`src/rtl/conv_pkg.sv`:
```
// Shared types and helpers for the convolution loader and engine.
package conv_pkg;

  localparam int DATA_W_DEF = 8;
  localparam int ADDR_W_DEF = 5;

  typedef enum logic [2:0] {
    ST_IDLE      = 3'd0,
    ST_LOAD_X    = 3'd1,
    ST_LOAD_Y    = 3'd2,
    ST_START     = 3'd3,
    ST_WAIT_DONE = 3'd4
  } loader_state_e;

  // A job size is legal when it names at least one word and fits the memory.
  function automatic logic size_legal(input logic [31:0] size, input logic [31:0] depth);
    return (size != 32'd0) && (size <= depth);
  endfunction

endpackage

```
`src/rtl/mem_wr_port.sv`:
```
// Registered memory write port: one write cycle per accepted beat.
module mem_wr_port #(
  parameter int DATA_W = 8,
  parameter int ADDR_W = 5
) (
  input  logic              clk,
  input  logic              reset,
  input  logic              accept_i,
  input  logic [ADDR_W-1:0] cnt_i,
  input  logic [DATA_W-1:0] data_i,
  output logic              we_o,
  output logic [ADDR_W-1:0] addr_o,
  output logic [DATA_W-1:0] wdata_o
);

  always_ff @(posedge clk) begin
    if (reset) begin
      we_o    <= 1'b0;
      addr_o  <= '0;
      wdata_o <= '0;
    end else begin
      we_o <= accept_i;
      if (accept_i) begin
        addr_o  <= cnt_i;
        wdata_o <= data_i;
      end
    end
  end

endmodule

```
`src/rtl/conv_mem_loader.sv`:
```
// Loads X then Y sample streams into two memories, then starts the conv engine.
module conv_mem_loader
  import conv_pkg::*;
#(
  parameter int DATA_W = DATA_W_DEF,
  parameter int ADDR_W = ADDR_W_DEF
) (
  input  logic              clk,
  input  logic              reset,
  input  logic              cfg_valid,
  input  logic [ADDR_W:0]   cfg_size_x,
  input  logic [ADDR_W:0]   cfg_size_y,
  input  logic              s_valid,
  input  logic [DATA_W-1:0] s_data,
  output logic              s_ready,
  output logic              mem_x_we,
  output logic [ADDR_W-1:0] mem_x_addr,
  output logic [DATA_W-1:0] mem_x_wdata,
  output logic              mem_y_we,
  output logic [ADDR_W-1:0] mem_y_addr,
  output logic [DATA_W-1:0] mem_y_wdata,
  output logic              conv_start,
  output logic [ADDR_W:0]   conv_size_x,
  output logic [ADDR_W:0]   conv_size_y,
  input  logic              conv_done,
  output logic              busy,
  output logic              err_size
);

  localparam int DEPTH = 2 ** ADDR_W;
  localparam logic [ADDR_W:0] CNT_ONE = (ADDR_W + 1)'(1);

  loader_state_e   state_q;
  logic [ADDR_W:0] cnt_q;
  logic [ADDR_W:0] size_x_q;
  logic [ADDR_W:0] size_y_q;
  logic            start_q;
  logic            err_q;

  logic accept;
  logic accept_x;
  logic accept_y;
  logic cnt_last_x;
  logic cnt_last_y;
  logic cfg_ok;

  // Handshake: a beat moves when s_valid && s_ready; s_ready depends only on state_q.
  assign s_ready    = (state_q == ST_LOAD_X) || (state_q == ST_LOAD_Y);
  assign accept     = s_valid && s_ready;
  assign accept_x   = accept && (state_q == ST_LOAD_X);
  assign accept_y   = accept && (state_q == ST_LOAD_Y);
  assign cnt_last_x = (cnt_q + CNT_ONE) == size_x_q;
  assign cnt_last_y = (cnt_q + CNT_ONE) == size_y_q;
  assign cfg_ok     = size_legal(32'(cfg_size_x), 32'(DEPTH)) &&
                      size_legal(32'(cfg_size_y), 32'(DEPTH));

  assign busy        = (state_q != ST_IDLE);
  assign conv_start  = start_q;
  assign err_size    = err_q;
  assign conv_size_x = size_x_q;
  assign conv_size_y = size_y_q;

  always_ff @(posedge clk) begin
    if (reset) begin
      state_q  <= ST_IDLE;
      cnt_q    <= '0;
      size_x_q <= '0;
      size_y_q <= '0;
      start_q  <= 1'b0;
      err_q    <= 1'b0;
    end else begin
      start_q <= 1'b0;
      err_q   <= 1'b0;
      case (state_q)
        ST_IDLE: begin
          if (cfg_valid) begin
            if (cfg_ok) begin
              size_x_q <= cfg_size_x;
              size_y_q <= cfg_size_y;
              cnt_q    <= '0;
              state_q  <= ST_LOAD_X;
            end else begin
              err_q <= 1'b1;
            end
          end
        end
        ST_LOAD_X: begin
          if (accept) begin
            if (cnt_last_x) begin
              cnt_q   <= '0;
              state_q <= ST_LOAD_Y;
            end else begin
              cnt_q <= cnt_q + CNT_ONE;
            end
          end
        end
        ST_LOAD_Y: begin
          if (accept) begin
            if (cnt_last_y) begin
              // Start pulse lands in the same cycle as the final memY write.
              cnt_q   <= '0;
              start_q <= 1'b1;
              state_q <= ST_START;
            end else begin
              cnt_q <= cnt_q + CNT_ONE;
            end
          end
        end
        ST_START: state_q <= ST_WAIT_DONE;
        ST_WAIT_DONE: begin
          if (conv_done) state_q <= ST_IDLE;
        end
        default: state_q <= ST_IDLE;
      endcase
    end
  end

  mem_wr_port #(.DATA_W(DATA_W), .ADDR_W(ADDR_W)) u_port_x (
    .clk     (clk),
    .reset   (reset),
    .accept_i(accept_x),
    .cnt_i   (cnt_q[ADDR_W-1:0]),
    .data_i  (s_data),
    .we_o    (mem_x_we),
    .addr_o  (mem_x_addr),
    .wdata_o (mem_x_wdata)
  );

  mem_wr_port #(.DATA_W(DATA_W), .ADDR_W(ADDR_W)) u_port_y (
    .clk     (clk),
    .reset   (reset),
    .accept_i(accept_y),
    .cnt_i   (cnt_q[ADDR_W-1:0]),
    .data_i  (s_data),
    .we_o    (mem_y_we),
    .addr_o  (mem_y_addr),
    .wdata_o (mem_y_wdata)
  );

endmodule

```
`config.mk`:
```
export PLATFORM = sky130hd
export DESIGN_NAME = conv_mem_loader
export DESIGN_NICKNAME = d
export VERILOG_FILES = /design/src/rtl/conv_pkg.sv /design/src/rtl/mem_wr_port.sv /design/src/rtl/conv_mem_loader.sv
export SDC_FILE = /design/constraint.sdc
export NUM_CORES = 1
export LEC_CHECK = 0
export BUFFER_PORTS_ARGS = -buffer_cell sky130_fd_sc_hd__buf_2
export CORE_MARGIN = 5
export CORE_UTILIZATION = 55
export CTS_BUF_LIST = sky130_fd_sc_hd__clkbuf_8
export DETAILED_ROUTE_END_ITERATION = 10
export PLACE_DENSITY = 0.85
export REMOVE_ABC_BUFFERS = 1
export SYNTH_ARGS = -nofsm -noshare
export SYNTH_HDL_FRONTEND = slang
export SYNTH_HIERARCHICAL = 1
export SYNTH_SLANG_ARGS = --single-unit
```
`constraint.sdc`:
```
create_clock -name clk -period 5.1 [get_ports clk]
set_clock_uncertainty 0.15 [all_clocks]
set_input_delay 1.02 -clock clk [delete_from_list [all_inputs] [get_ports clk]]
set_output_delay 1.02 -clock clk [all_outputs]
set_load 0.005 [all_outputs]
```
==> run_summary.xml, run 1 <==
<?xml version="1.0" encoding="UTF-8"?>
<metrics>
  <group name="finish">
    <metric name="finalNonFillerCells" unit="">340</metric>
    <metric name="finish.net_count" unit="">315</metric>
    <metric name="drive_gt1_share" unit="%">28.3</metric>
    <metric name="postLayoutCellArea" unit="sq um">2710</metric>
    <metric name="syn2layout_area_growth" unit="%">18.7</metric>
    <metric name="num_antenna_cells" unit="">0</metric>
    <metric name="leading_cell_type_in_the_layout_fill_and_taps_excluded" unit="">sky130_fd_sc_hd__buf_2</metric>
    <metric name="layout_common_cells" unit="">sky130_fd_sc_hd__buf_2 (68), sky130_fd_sc_hd__dfxtp_1 (51), sky130_fd_sc_hd__nor2_1 (44), sky130_fd_sc_hd__mux2i_1 (38), sky130_fd_sc_hd__xnor2_1 (9)</metric>
  </group>
  <group name="synth">
    <metric name="synthTopCellsByArea" unit="">sky130_fd_sc_hd__dfxtp_1 (45%), sky130_fd_sc_hd__mux2i_1 (17%), sky130_fd_sc_hd__nor2_1 (7.2%)</metric>
    <metric name="synthesis.area" unit="sq um">2290</metric>
    <metric name="synth-async-reset-ratio" unit="%">0</metric>
    <metric name="synth_enable_flop_cells" unit="">0</metric>
    <metric name="synthDominantCellAreaShare" unit="%">44.7</metric>
    <metric name="ys_types" unit="">42</metric>
    <metric name="synth-main-ff-cell" unit="">sky130_fd_sc_hd__dfxtp_1</metric>
    <metric name="postSynthAreaPerCell" unit="sq um">10.2</metric>
    <metric name="yosys.area.top_type" unit="">sky130_fd_sc_hd__dfxtp_1</metric>
    <metric name="syn_inst_count" unit="">225</metric>
    <metric name="postSynthRegisterBits" unit="">51</metric>
    <metric name="seq_area_frac_synth" unit="%">44.7</metric>
    <metric name="ys.warnings.count" unit="">6</metric>
  </group>
  <group name="global_route">
    <metric name="grt_first_pass_wirelength" unit="um">8080</metric>
    <metric name="globalRouteOverflowTotal" unit="">0</metric>
    <metric name="initial_antenna_violation_count" unit="">0</metric>
    <metric name="first_global_vias" unit="">1836</metric>
    <metric name="groute.usage.overall" unit="%">18.5</metric>
    <metric name="grt_max_degree" unit="">48</metric>
  </group>
  <group name="placed_design">
    <metric name="gp_congestion" unit="">0.807</metric>
    <metric name="place_area" unit="sq um">2600</metric>
    <metric name="placed_cells" unit="">332</metric>
    <metric name="dp.final_hpwl" unit="um">3450</metric>
    <metric name="port-buffer-count" unit="">68</metric>
  </group>
  <group name="floorplanning">
    <metric name="core_region_area" unit="sq um">4030</metric>
    <metric name="top_level_ports" unit="">69</metric>
    <metric name="fp-row-count" unit="">23</metric>
    <metric name="dieArea" unit="sq um">5550</metric>
    <metric name="starting_utilization_of_the_core_area" unit="%">56.7</metric>
    <metric name="die-width" unit="um">74.5</metric>
    <metric name="floorplan.die.height" unit="um">74.5</metric>
  </group>
  <group name="run_status">
    <metric name="status" unit="">finished, final reports clean</metric>
  </group>
  <group name="clock_tree">
    <metric name="clock_insertion_delay_worst_skew" unit="ps">300</metric>
    <metric name="clock_tree.root_cell" unit="">sky130_fd_sc_hd__clkbuf_8</metric>
    <metric name="worst_setup_hold_path_clk_slew" unit="ps">90</metric>
    <metric name="clkSinkCount" unit="">51</metric>
    <metric name="cts-resized-gates" unit="">0</metric>
    <metric name="tritoncts" unit="">done</metric>
    <metric name="num_cts_buffers" unit="">5</metric>
    <metric name="cts-htree-levels" unit="">2</metric>
    <metric name="post_cts.repair.setup_buffers" unit="">0</metric>
    <metric name="hold_buffers" unit="">0</metric>
    <metric name="max-clock-path-buffers" unit="">2</metric>
  </group>
  <group name="timing">
    <metric name="post-route-min-period" unit="ps">3070</metric>
    <metric name="rsz_0062_raised_after_global_routing" unit="">no</metric>
    <metric name="report.final.slew_viol_count" unit="">0</metric>
    <metric name="max-slew-margin-rel" unit="%">46.4</metric>
    <metric name="tightestPinTransition" unit="ps">804</metric>
    <metric name="setup_violation_total_in_the_final_timing_report" unit="">0</metric>
    <metric name="final_min_period_over_clock_period" unit="%">60.2</metric>
    <metric name="hold_viol_final" unit="">0</metric>
    <metric name="timing.fmax" unit="GHz">0.326</metric>
    <metric name="setup_total_negative_slack" unit="ps">0</metric>
  </group>
  <group name="critical_path">
    <metric name="worstPathMaxFanout" unit="">12</metric>
    <metric name="timing.critical_path.required" unit="ps">5120</metric>
    <metric name="critPathLaunchType" unit="">primary input</metric>
    <metric name="critical_path_class" unit="">primary input to flip-flop</metric>
    <metric name="timing.critical_path.arrival" unit="ps">3090</metric>
    <metric name="timing.critical_path.to_type" unit="">flip-flop</metric>
  </group>
  <group name="worst_hold_path">
    <metric name="hold_path.class" unit="">flip-flop to flip-flop</metric>
  </group>
  <group name="routing">
    <metric name="route.antenna.remaining_nets" unit="">0</metric>
    <metric name="dr_drc_count" unit="">0</metric>
    <metric name="routed_wl" unit="um">4710</metric>
    <metric name="route.detailed.vias_per_inst" unit="">5.30</metric>
    <metric name="wire_per_inst" unit="um">13.9</metric>
    <metric name="route.vias.total" unit="">1802</metric>
    <metric name="drtIter0Drc" unit="">94</metric>
    <metric name="drt_pre_antenna_iters" unit="">4</metric>
  </group>
  <group name="power">
    <metric name="cellLeakagePower" unit="nW">1.30</metric>
    <metric name="peakVddDrop" unit="mV">0.189</metric>
    <metric name="power_report.internal_total" unit="W">0.000628</metric>
    <metric name="net-switching-power" unit="W">0.000220</metric>
    <metric name="p_seq_share" unit="%">50.5</metric>
    <metric name="pwr-share-comb" unit="%">16.0</metric>
    <metric name="pwr_density_cell" unit="nW/um^2">312</metric>
    <metric name="switching_share" unit="%">25.9</metric>
    <metric name="part_of_the_power_in_the_clock_network" unit="%">33.5</metric>
  </group>
  <group name="job">
    <metric name="max_cap_viols" unit="">0</metric>
  </group>
</metrics>
[Yosys cell counts, drive strengths merged, types with 2 or more instances]
cell	n
dfxtp	51
inv	4
xnor3	3
xor2	4
nor2	44
and2	3
nand3b	2
buf	8
o21a	3
nand2	8
a21oi	4
or4	4
and3	2
nand2b	2
mux2i	38
nor3	3
o2111a	2
clkbuf	3
xnor2	9
a22o	2
nor2b	6
nand3	5
[sequential cells by signal, indices dropped and copies added (netlist names)]
signal and count:
conv_size_x 6, err_size 1, u_port_y/wdata_o 8, u_port_y/we_o 1, cnt_q 6, u_port_x/addr_o 5, conv_start 1, state_q 3
u_port_y/addr_o 5, u_port_x/wdata_o 8, conv_size_y 6, u_port_x/we_o 1
[path summary, 6_finish.rpt]
| path | endpoint | cells after the start | start | slack [ps] |
|---|---|---|---|---|
| worst max-delay path | conv_size_x[3]$_SDFFE_PP0P_ | 7 | cfg_size_y[0] | 2030 |
| worst min-delay path | u_port_y/wdata_o[6]$_SDFFE_PP0P_ | 2 | u_port_y/wdata_o[6]$_SDFFE_PP0P_ | 350 |
| worst max register to register | state_q[0]$_SDFFE_PP0P_ | 7 | cnt_q[0]$_SDFFE_PP0P_ | 2530 |
| worst min register to register | u_port_y/wdata_o[6]$_SDFFE_PP0P_ | 2 | u_port_y/wdata_o[6]$_SDFFE_PP0P_ | 350 |
[logic make-up after synthesis]
kind of cell / count (synthesis) / synth area share [%]
AO/OA/AOI/OAI: 21 / 7.39
XOR/XNOR: 16 / 7.94
adder cells (fa/ha/maj): 1 / 0.547
buffers and inverters: 15 / 4.71
flip-flops: 51 / 44.7
multiplexers: 39 / 17.1
AND/OR/NAND/NOR: 82 / 17.6
[layout make-up]
| class | count | area [sq um] |
|---|---|---|
| multi-input cells | 159 | 1160 |
| inverters | 4 | 15.0 |
| clock buffers | 5 | 68.8 |
| clock inverters | 3 | 47.5 |
| fillers | 339 | 1320 |
| well taps | 50 | 62.6 |
| repair buffers | 68 | 340 |
| flip-flops and latches | 51 | 1020 |
[per-stage QoR]
| step | setup slack, ps | hold slack [ps] | utilization, % | total power [W] |
|---|---|---|---|---|
| 5_1_grt | 1890 | 382 | 67.3 | 0.000891 |
| 3_5_place_dp | 1700 | 326 | 64.4 | 0.000573 |
| 2_1_floorplan | 2050 | 303 | - | 0.000521 |
| 3_3_place_gp | 1790 | 319 | 64.4 | 0.000570 |
| 6_report | 2030 | 346 | 67.3 | 0.000848 |
| 4_1_cts | 2030 | 351 | 67.3 | 0.000855 |
[critical path, cell delays in order]
cell	delay, ps
sky130_fd_sc_hd__buf_2	100
sky130_fd_sc_hd__or4_1	580
sky130_fd_sc_hd__o21a_1	230
sky130_fd_sc_hd__nor4_4	310
sky130_fd_sc_hd__nand2_1	480
sky130_fd_sc_hd__mux2i_1	310
sky130_fd_sc_hd__nor2_1	50
[power by group through the flow]
stage          Combinational [W]  Sequential (W)  Clock (W)
2_1_floorplan          0.0000847        0.000436          0
3_3_place_gp            0.000133        0.000437          0
3_5_place_dp            0.000136        0.000437          0
4_1_cts                 0.000137        0.000428   0.000290
5_1_grt                 0.000151        0.000431   0.000309
6_report                0.000135        0.000428   0.000284
[layer usage]
metal / up-vias / GRT usage, % / routed length, um
li1: 906 / - / -
met1: 844 / 23.0 / 2050
met2: 45 / 31.4 / 2300
met3: 7 / 5.00 / 308
met4: 0 / 5.34 / 54
met5: - / 0 / 0
Note: power is estimated with default switching activity, not from simulation.
==> inputs of run 2 (changes only) <==
--- a/config.mk
+++ b/config.mk
@@ -7,10 +7,10 @@
 export LEC_CHECK = 0
 export BUFFER_PORTS_ARGS = -buffer_cell sky130_fd_sc_hd__buf_2
 export CORE_MARGIN = 5
-export CORE_UTILIZATION = 55
+export CORE_UTILIZATION = 48
 export CTS_BUF_LIST = sky130_fd_sc_hd__clkbuf_8
 export DETAILED_ROUTE_END_ITERATION = 10
-export PLACE_DENSITY = 0.85
+export PLACE_DENSITY = 0.78
 export REMOVE_ABC_BUFFERS = 1
 export SYNTH_ARGS = -nofsm -noshare
 export SYNTH_HDL_FRONTEND = slang
==> constraint.sdc (replaced) <==
create_clock -name clk -period 2.6 [get_ports clk]
set_clock_uncertainty 0.15 [all_clocks]
set_input_delay 0.52 -clock clk [delete_from_list [all_inputs] [get_ports clk]]
set_output_delay 0.52 -clock clk [all_outputs]
set_load 0.005 [all_outputs]
==> run_summary.xml, run 2 (synthesized netlist as in run 1, its figures left out) <==
<?xml version="1.0" encoding="UTF-8"?>
<metrics>
  <group name="worst_hold_path">
    <metric name="hold_path.class" unit="">primary input to flip-flop</metric>
    <metric name="worstHoldStart" unit="">s_data[2]</metric>
  </group>
  <group name="floorplanning">
    <metric name="top_level_ports" unit="">69</metric>
    <metric name="starting_utilization_of_the_core_area" unit="%">49.0</metric>
    <metric name="floorplan.die.height" unit="um">79.0</metric>
    <metric name="core_region_area" unit="sq um">4660</metric>
    <metric name="dieArea" unit="sq um">6240</metric>
    <metric name="die-width" unit="um">79.0</metric>
    <metric name="fp-row-count" unit="">25</metric>
  </group>
  <group name="timing">
    <metric name="worst_slack" unit="ps">125</metric>
    <metric name="tightestPinTransition" unit="ps">362</metric>
    <metric name="post-route-min-period" unit="ps">2480</metric>
    <metric name="max-slew-margin-rel" unit="%">75.7</metric>
    <metric name="final.hold.worst_slack" unit="ps">312</metric>
    <metric name="setup_total_negative_slack" unit="ps">0</metric>
    <metric name="setup_violation_total_in_the_final_timing_report" unit="">0</metric>
    <metric name="report.final.slew_viol_count" unit="">0</metric>
    <metric name="hold_viol_final" unit="">0</metric>
    <metric name="timing.fmax" unit="GHz">0.404</metric>
    <metric name="final_min_period_over_clock_period" unit="%">95.2</metric>
    <metric name="rsz_0062_raised_after_global_routing" unit="">no</metric>
  </group>
  <group name="finish">
    <metric name="finish.net_count" unit="">322</metric>
    <metric name="layout_common_cells" unit="">sky130_fd_sc_hd__buf_2 (68), sky130_fd_sc_hd__dfxtp_1 (51), sky130_fd_sc_hd__nor2_1 (43), sky130_fd_sc_hd__mux2i_1 (38), sky130_fd_sc_hd__xnor2_1 (9)</metric>
    <metric name="syn2layout_area_growth" unit="%">20.9</metric>
    <metric name="filler_cell_count" unit="">397</metric>
    <metric name="drive_gt1_share" unit="%">31.0</metric>
    <metric name="leading_cell_type_in_the_layout_fill_and_taps_excluded" unit="">sky130_fd_sc_hd__buf_2</metric>
    <metric name="postLayoutCellArea" unit="sq um">2760</metric>
    <metric name="num_antenna_cells" unit="">0</metric>
    <metric name="finalNonFillerCells" unit="">351</metric>
    <metric name="largest_registers_in_the_final_layout" unit="">u_port_x/wdata_o x8, u_port_y/wdata_o x8</metric>
  </group>
  <group name="critical_path">
    <metric name="worstPathMaxFanout" unit="">3</metric>
    <metric name="critical_path_class" unit="">primary input to flip-flop</metric>
    <metric name="timing.critical_path.to_type" unit="">flip-flop</metric>
    <metric name="critPathLaunchType" unit="">primary input</metric>
    <metric name="timing.critical_path.arrival" unit="ps">2530</metric>
    <metric name="setup.worst_path.start" unit="">cfg_size_x[1]</metric>
    <metric name="worst_r2r_startpoint" unit="">cnt_q[1]$_SDFFE_PP0P_</metric>
    <metric name="timing.critical_path.required" unit="ps">2660</metric>
  </group>
  <group name="power">
    <metric name="cellLeakagePower" unit="nW">1.33</metric>
    <metric name="pwr_density_cell" unit="nW/um^2">577</metric>
    <metric name="peakVddDrop" unit="mV">0.405</metric>
  </group>
  <group name="routing">
    <metric name="route.vias.total" unit="">1795</metric>
    <metric name="routed_wl" unit="um">4720</metric>
    <metric name="dr_drc_count" unit="">0</metric>
    <metric name="route.antenna.remaining_nets" unit="">0</metric>
    <metric name="drt_pre_antenna_iters" unit="">4</metric>
    <metric name="wire_per_inst" unit="um">13.4</metric>
    <metric name="route.detailed.vias_per_inst" unit="">5.11</metric>
    <metric name="drtIter0Drc" unit="">60</metric>
  </group>
  <group name="placed_design">
    <metric name="placed_cells" unit="">343</metric>
    <metric name="port-buffer-count" unit="">68</metric>
    <metric name="gp_congestion" unit="">0.850</metric>
    <metric name="place_area" unit="sq um">2650</metric>
    <metric name="dp.final_hpwl" unit="um">3600</metric>
    <metric name="place_ws" unit="ps">-206</metric>
  </group>
  <group name="clock_tree">
    <metric name="tritoncts" unit="">done</metric>
    <metric name="clock_tree.root_cell" unit="">sky130_fd_sc_hd__clkbuf_8</metric>
    <metric name="clock_insertion_delay_worst_skew" unit="ps">300</metric>
    <metric name="post_cts.repair.setup_buffers" unit="">0</metric>
    <metric name="num_cts_buffers" unit="">5</metric>
    <metric name="cts-htree-levels" unit="">2</metric>
    <metric name="clkSinkCount" unit="">51</metric>
    <metric name="max-clock-path-buffers" unit="">2</metric>
    <metric name="worst_setup_hold_path_clk_slew" unit="ps">100</metric>
    <metric name="hold_buffers" unit="">0</metric>
  </group>
  <group name="job">
    <metric name="max_cap_viols" unit="">0</metric>
  </group>
  <group name="run_status">
    <metric name="status" unit="">finished, final reports clean</metric>
  </group>
  <group name="global_route">
    <metric name="grt_first_pass_wirelength" unit="um">8110</metric>
    <metric name="grt_max_degree" unit="">35</metric>
    <metric name="globalRouteOverflowTotal" unit="">0</metric>
    <metric name="groute.usage.overall" unit="%">16.0</metric>
    <metric name="initial_antenna_violation_count" unit="">0</metric>
    <metric name="first_global_vias" unit="">1808</metric>
  </group>
</metrics>
[run 2: worst max-delay path, stage by stage]
cell and delay (ps):
sky130_fd_sc_hd__buf_2 110, sky130_fd_sc_hd__or4_4 520, sky130_fd_sc_hd__o21a_1 210, sky130_fd_sc_hd__nor4_4 360
sky130_fd_sc_hd__a21oi_2 110, sky130_fd_sc_hd__or4_1 410, sky130_fd_sc_hd__a311oi_1 300
[run 2: worst paths after layout]
kind / endpoint / slack, ps / cells after the start
min reg2reg: u_port_y/addr_o[2]$_SDFFE_PP0P_ / 350 / 2
max reg2reg: state_q[0]$_SDFFE_PP0P_ / 160 / 7
max: state_q[0]$_SDFFE_PP0P_ / 120 / 7
min: u_port_x/wdata_o[2]$_SDFFE_PP0P_ / 310 / 3
[run 2: per-layer routing]
layer	up-vias	global-route usage, %	wire [um]	share of wire [%]
li1	912	-	-	-
met4	0	3.44	27	0.57
met5	-	0	0	0
met3	2	6.12	392	8.3
met2	51	27.6	2260	48
met1	830	19.0	2040	43
[run 2: repair_timing]
item	in CTS	in global routing
gates resized for setup	0	3
endpoints found under the hold margin	0	0
setup endpoints to repair	0	1
[run 2: stage by stage]
stage	total power, W	util (%)
after CTS	0.00162	59.0
final	0.00159	59.3
after global placement	0.00113	56.9
after global routing	0.00168	59.3
after detailed placement	0.00114	56.9
after floorplan	0.00102	-
[run 2: final cells by class]
cell class	count	area (sq um)	area share, %
Clock inverter	3	28.8	1.04
Clock buffer	5	68.8	2.49
Inverter	4	15.0	0.543
Tap cell	54	67.6	2.44
Multi-Input combinational cell	159	1170	42.3
Timing Repair Buffer	75	393	14.2
Sequential cell	51	1020	36.9
[run 2: report_power, final]
part | internal (W) | total [W] | leakage (nW) | switching (W)
Sequential | 0.000813 | 0.000836 | 0.412 | 0.0000228
Clock | 0.000200 | 0.000475 | 0.0502 | 0.000276
Combinational | 0.000139 | 0.000284 | 0.864 | 0.000145
